===== src/rtl/sam_pkg.sv =====
// Shared types and helpers for the sequential shift-and-accumulate multiplier.
package sam_pkg;

  localparam int unsigned SAM_WIDTH = 32;

  typedef enum logic [1:0] {
    IDLE,
    ITER,
    SIGN,
    DONE
  } sam_state_e;

  // Bits needed to count 0 .. n-1; never less than one bit.
  function automatic int unsigned clog2(input int unsigned n);
    int unsigned r;
    r = 0;
    for (int unsigned i = 0; i < 32; i++) begin
      if ((64'd1 << i) < 64'(n)) r = i + 1;
    end
    return (r == 0) ? 1 : r;
  endfunction

endpackage


===== src/rtl/sam_step.sv =====
// One shift-add step: conditionally add the multiplicand, then shift both operands.
module sam_step
  import sam_pkg::*;
#(
  parameter int unsigned WIDTH = SAM_WIDTH
) (
  input  logic [2*WIDTH-1:0] acc,
  input  logic [2*WIDTH-1:0] ma,
  input  logic [WIDTH-1:0]   mb,
  output logic [2*WIDTH-1:0] acc_nxt,
  output logic [2*WIDTH-1:0] ma_nxt,
  output logic [WIDTH-1:0]   mb_nxt
);

  logic [2*WIDTH-1:0] addend;

  // Ripple-carry add of the gated multiplicand into the accumulator.
  always_comb begin
    logic carry;
    carry   = 1'b0;
    addend  = mb[0] ? ma : '0;
    acc_nxt = '0;
    for (int i = 0; i < 2 * WIDTH; i++) begin
      acc_nxt[i] = acc[i] ^ addend[i] ^ carry;
      carry      = (acc[i] & addend[i]) | (carry & (acc[i] ^ addend[i]));
    end
  end

  assign ma_nxt = {ma[2*WIDTH-2:0], 1'b0};
  assign mb_nxt = {1'b0, mb[WIDTH-1:1]};

endmodule


===== src/rtl/sam_seq_ctrl.sv =====
// Sequential signed multiplier: one multiplier bit per cycle, sign fixed up at the end.
module sam_seq_ctrl
  import sam_pkg::*;
#(
  parameter int unsigned WIDTH      = SAM_WIDTH,
  parameter bit          EARLY_EXIT = 1'b0
) (
  input  logic               clk,
  input  logic               rst,
  input  logic               start_valid,
  output logic               start_ready,
  input  logic [WIDTH-1:0]   a,
  input  logic [WIDTH-1:0]   b,
  output logic               res_valid,
  input  logic               res_ready,
  output logic [2*WIDTH-1:0] result,
  output logic               busy
);

  localparam int unsigned CW = clog2(WIDTH);
  localparam logic [CW-1:0] LAST = CW'(WIDTH - 1);

  sam_state_e         state;
  logic [CW-1:0]      count;
  logic [2*WIDTH-1:0] acc;
  logic [2*WIDTH-1:0] ma;
  logic [WIDTH-1:0]   mb;
  logic               neg;

  logic [2*WIDTH-1:0] acc_nxt;
  logic [2*WIDTH-1:0] ma_nxt;
  logic [WIDTH-1:0]   mb_nxt;
  logic [WIDTH-1:0]   a_mag;
  logic [WIDTH-1:0]   b_mag;

  // Two's-complement magnitude; the most negative value maps to 2^(WIDTH-1) unsigned.
  function automatic logic [WIDTH-1:0] mag(input logic [WIDTH-1:0] x);
    return x[WIDTH-1] ? (~x + 1'b1) : x;
  endfunction

  assign a_mag       = mag(a);
  assign b_mag       = mag(b);
  assign start_ready = (state == IDLE) | ((state == DONE) & res_ready);
  assign busy        = (state == ITER) | (state == SIGN);

  sam_step #(
    .WIDTH(WIDTH)
  ) u_step (
    .acc    (acc),
    .ma     (ma),
    .mb     (mb),
    .acc_nxt(acc_nxt),
    .ma_nxt (ma_nxt),
    .mb_nxt (mb_nxt)
  );

  // Controller FSM with operand, accumulator and output registers.
  always_ff @(posedge clk or posedge rst) begin
    if (rst) begin
      state     <= IDLE;
      count     <= '0;
      acc       <= '0;
      ma        <= '0;
      mb        <= '0;
      neg       <= 1'b0;
      result    <= '0;
      res_valid <= 1'b0;
    end else begin
      unique case (state)
        IDLE: begin
          if (start_valid) begin
            ma    <= {{WIDTH{1'b0}}, a_mag};
            mb    <= b_mag;
            neg   <= a[WIDTH-1] ^ b[WIDTH-1];
            acc   <= '0;
            count <= '0;
            state <= ITER;
          end
        end
        ITER: begin
          acc   <= acc_nxt;
          ma    <= ma_nxt;
          mb    <= mb_nxt;
          count <= count + 1'b1;
          // Once the remaining multiplier bits are zero no further add can occur.
          if ((count == LAST) || (EARLY_EXIT && (mb_nxt == '0))) begin
            state <= SIGN;
          end
        end
        SIGN: begin
          result    <= neg ? (~acc + 1'b1) : acc;
          res_valid <= 1'b1;
          state     <= DONE;
        end
        DONE: begin
          if (res_ready) begin
            res_valid <= 1'b0;
            if (start_valid) begin
              // Back-to-back issue: capture the next operands in the same cycle.
              ma    <= {{WIDTH{1'b0}}, a_mag};
              mb    <= b_mag;
              neg   <= a[WIDTH-1] ^ b[WIDTH-1];
              acc   <= '0;
              count <= '0;
              state <= ITER;
            end else begin
              state <= IDLE;
            end
          end
        end
        default: state <= IDLE;
      endcase
    end
  end

endmodule

===== config.mk =====
export PLATFORM = sky130hd
export DESIGN_NAME = sam_seq_ctrl
export DESIGN_NICKNAME = d
export VERILOG_FILES = /design/src/rtl/sam_pkg.sv /design/src/rtl/sam_step.sv /design/src/rtl/sam_seq_ctrl.sv
export SDC_FILE = /design/constraint.sdc
export NUM_CORES = 1
export LEC_CHECK = 0
export CORE_MARGIN = 4
export CORE_UTILIZATION = 53
export DETAILED_ROUTE_END_ITERATION = 8
export PLACE_DENSITY = 0.78
export REMOVE_ABC_BUFFERS = 1
export SYNTH_ARGS = -nofsm -noshare
export SYNTH_HDL_FRONTEND = slang
export SYNTH_SLANG_ARGS = --single-unit

===== constraint.sdc =====
create_clock -name clk -period 25.9 [get_ports clk]
set_input_delay 5.18 -clock clk [delete_from_list [all_inputs] [get_ports clk]]
set_output_delay 5.18 -clock clk [all_outputs]
set_load 0.01 [all_outputs]

==> impl_metrics.toml <==
[synth]
synth-seq-cells = 233
ys_warn_count = 0
ys.flop_type = "dfrtp_1"
syn_avg_cell_area_um2 = 9.056
ys_seq_area_share_pct = 42.30
synth_edf_count = 0
syn_area_um2 = 13780
ys_types = 60
synthCells = 1522
async_flop_share_pct = 100.0

[floorplanning]
row_count = 58
die_w_um = 169.3
dieArea_um2 = 28650
pin_count = 135
core_area_um2 = 25400
die_h_um = 169.3
start_util_pct = 54.27

[drt]
routed_wl_mm = 31.89
drtIter0Drc = 751
detail-route-antenna-nets = 0
viasPerCell = 5.708
route.detailed.wl_per_inst_um = 16.47
drtPass1Iterations = 5
drc_errors = 0
vias = 11050

[setup_path]
critPathTopFamily = "adder cells"
slowest_stage = "fa_1"
cp-end-kind = "flop"
cpPeakStageDelay_ns = 0.43
required_ns = 26.30
critPathMostFrequentCell = "fa_1"
crit_path_max_fanout = 31
reg2reg_from = "mb[0]"
worstSetupPathType = "reg -> reg"
cp.buffers_inverters = 3
critPathLaunchType = "flop"
ff2ff_setup_slack_ns = 0.77
rr_worst_depth = 70
rr_endpoint = "acc[63]"
startpoint = "mb[0]"
crit_arrival_ns = 25.53

[cts]
clock_sinks = 233
cts_root_buffer = "clkbuf_16"
cts_hold_repair.buffers = 0
cts_inserted_buffers = 25
cts_buffer_depth = 3
cts_tree = "done"
clk_latency_ns = 0.53
htree_levels = 1
cts.clk_slew.worst_paths_ns = 0.06

[sta]
setup_slack_ns = 0.7668
clock.fmax_mhz = 39.79
finalSetupViolCount = 0
finalSetupTns_ns = 0
timing.final.crit_share_pct = 97.04
hold_violations = 0
slew_viol_final = 0
max-slew-margin-rel_pct = 23.97
skew_ns = 0.02182
worst_slew_pin_slew_ns = 1.140
min_period_ns = 25.13

[pwr]
max-vdd-ir-drop_v = 0.00009401
finalPower_w = 0.002226
intPower_w = 0.001202
p_switching_w = 0.001024
leakagePower_nw = 6.377
p_seq_share_pct = 27.3
p_comb_share_pct = 57.5
clockPowerShare_pct = 15.3
power_density_nw_per_um2 = 138.4
netSwitchingFraction_pct = 46.02

[placement]
post-place-ws_ns = 0.2163
gp_congestion = 0.8089
io_buffers = 134
dpl.hpwl_mm = 21.88

[outcome]
status = "finished, final reports clean"

[finish]
regArea_um2 = 5833
drive_gt1_share_pct = 6.040
multiInputGateArea_um2 = 7347
num_antenna_cells = 0
fill_cells = 2125
area_delta_synth_final_pct = 16.71
nNetsFinal = 1733

[global_route]
grt_start_max_net_pins = 102
grt_pass1_wl_mm = 54.22
grt_antenna_before_repair = 0
track_usage_pct = 22.35
first_global_vias = 10815
overflow = 0

[min_path]
whs_path_depth = 2
hp-class = "reg -> reg"
min_to = "ma[63]"
min_from = "ma[63]"

[run]
max-cap-violations = 0
## synthesized netlist by cell type (3+ instances only)
| cell | number | area [um2] |
|---|---|---|
| nand2_1 | 275 | 1032 |
| dfrtp_1 | 233 | 5831 |
| o21ai_0 | 117 | 585.6 |
| nor2_1 | 112 | 420.4 |
| a21oi_1 | 96 | 480.5 |
| clkbuf_1 | 93 | 349.1 |
| o31ai_1 | 90 | 675.7 |
| xnor2_1 | 86 | 753.2 |
| inv_1 | 76 | 285.3 |
| fa_1 | 62 | 1241 |
| nand3_1 | 50 | 250.2 |
| xor2_1 | 30 | 262.8 |
| o41ai_1 | 24 | 210.2 |
| or4_1 | 17 | 127.6 |
| or3_1 | 14 | 87.58 |
| and3_1 | 12 | 75.07 |
| nor3_1 | 12 | 60.06 |
| nor4_1 | 12 | 75.07 |
| o22ai_1 | 11 | 68.82 |
| ha_1 | 10 | 125.1 |
| mux2i_1 | 9 | 90.09 |
| nor2b_1 | 7 | 43.79 |
| nand4_1 | 6 | 37.54 |
| buf_1 | 5 | 18.77 |
| mux2_2 | 5 | 56.30 |
| or2_2 | 5 | 31.28 |
| a31oi_1 | 3 | 18.77 |
| nand2b_1 | 3 | 18.77 |
| nand4b_1 | 3 | 26.28 |
| o211ai_1 | 3 | 22.52 |
| or4_4 | 3 | 33.78 |
## area by class of cell
cell class / instances / area share, %
multi-input combinational: 1112 / 45.67
sequential: 233 / 36.26
timing repair buffer: 145 / 8.929
clock buffer: 32 / 4.301
tap: 330 / 2.567
inverter: 76 / 1.820
clock inverter: 8 / 0.4511
## power groups by stage
stage	combinational [W]	clock, W	sequential, W
5_1_grt	0.00141	0.000363	0.000627
3_5_place_dp	0.00126	0	0.000610
2_1_floorplan	0.000847	0	0.000616
4_1_cts	0.00128	0.000347	0.000606
3_3_place_gp	0.00124	0	0.000603
6_report	0.00128	0.000340	0.000607
## cell families (layout without fill, tap and decap cells)
logic type	count (synthesis)	in the layout	share of synthesized area, %
flops	233	233	42.30
fa+ha+maj	72	72	9.913
buf+inv	177	261	4.938
mux	15	15	1.171
simple gates	547	547	18.09
xor+xnor	116	116	7.371
compound gates	362	362	16.21
## worst reg2reg max path, delay by kind of cell, from the launching register on
family          cells  cell delay, ns
flops               1            0.38
simple gates        2            0.23
buf+inv             3            0.31
xor+xnor            1            0.15
compound gates      2            0.18
fa+ha+maj          62           23.81
## layer usage
layer  wire length, um  track usage [%]
met5                 0                0
met4               596            5.215
met3              1804            3.774
met2             14690            34.75
met1             14800            33.23
## cells in the final DEF (no fill, tap or decap), types with 12 or more instances in the layout
| cell type | instances |
|---|---|
| a21oi_1 | 96 |
| and3_1 | 12 |
| clkbuf_16 | 25 |
| clkdlybuf4s50_1 | 134 |
| dfrtp_1 | 231 |
| fa_1 | 49 |
| fa_2 | 13 |
| inv_1 | 74 |
| nand2_1 | 275 |
| nand3_1 | 50 |
| nor2_1 | 112 |
| nor4_1 | 12 |
| o21ai_0 | 117 |
| o31ai_1 | 90 |
| o41ai_1 | 24 |
| or3_1 | 13 |
| or4_1 | 17 |
| xnor2_1 | 86 |
| xor2_1 | 29 |
## flip-flops by register name, summed over array words and instances (netlist names)
signal,cells
mb,32
neg,1
state,2
result,64
res_valid,1
ma,64
count,5
acc,64
## what timing repair did
action	in CTS	in global routing
resized for setup	0	17
setup endpoints to repair	0	3
setup buffers	0	0
## through the flow
| step | utilization [%] | hold WS (ns) | instances | instance area (um2) |
|---|---|---|---|---|
| after floorplan | - | 0.4386 | 1421 | 13390 |
| after global placement | 60.12 | 0.4495 | 1896 | 15270 |
| after detailed placement | 60.12 | 0.4630 | 1896 | 15270 |
| after CTS | 63.13 | 0.4769 | 1936 | 16030 |
| after global routing | 63.33 | 0.5032 | 1936 | 16090 |
| final | 63.33 | 0.4760 | 1936 | 16090 |
## worst max path at each step
stage              end  cells after the start  slack [ns]
4_1_cts        acc[63]                     70        0.15
3_5_place_dp   acc[63]                     70        0.22
3_3_place_gp   acc[63]                     70        0.48
5_1_grt        acc[63]                     71       -0.03
6_report       acc[63]                     70        0.77
2_1_floorplan  acc[63]                     71        0.23
Power figures use the tool's default switching activity.
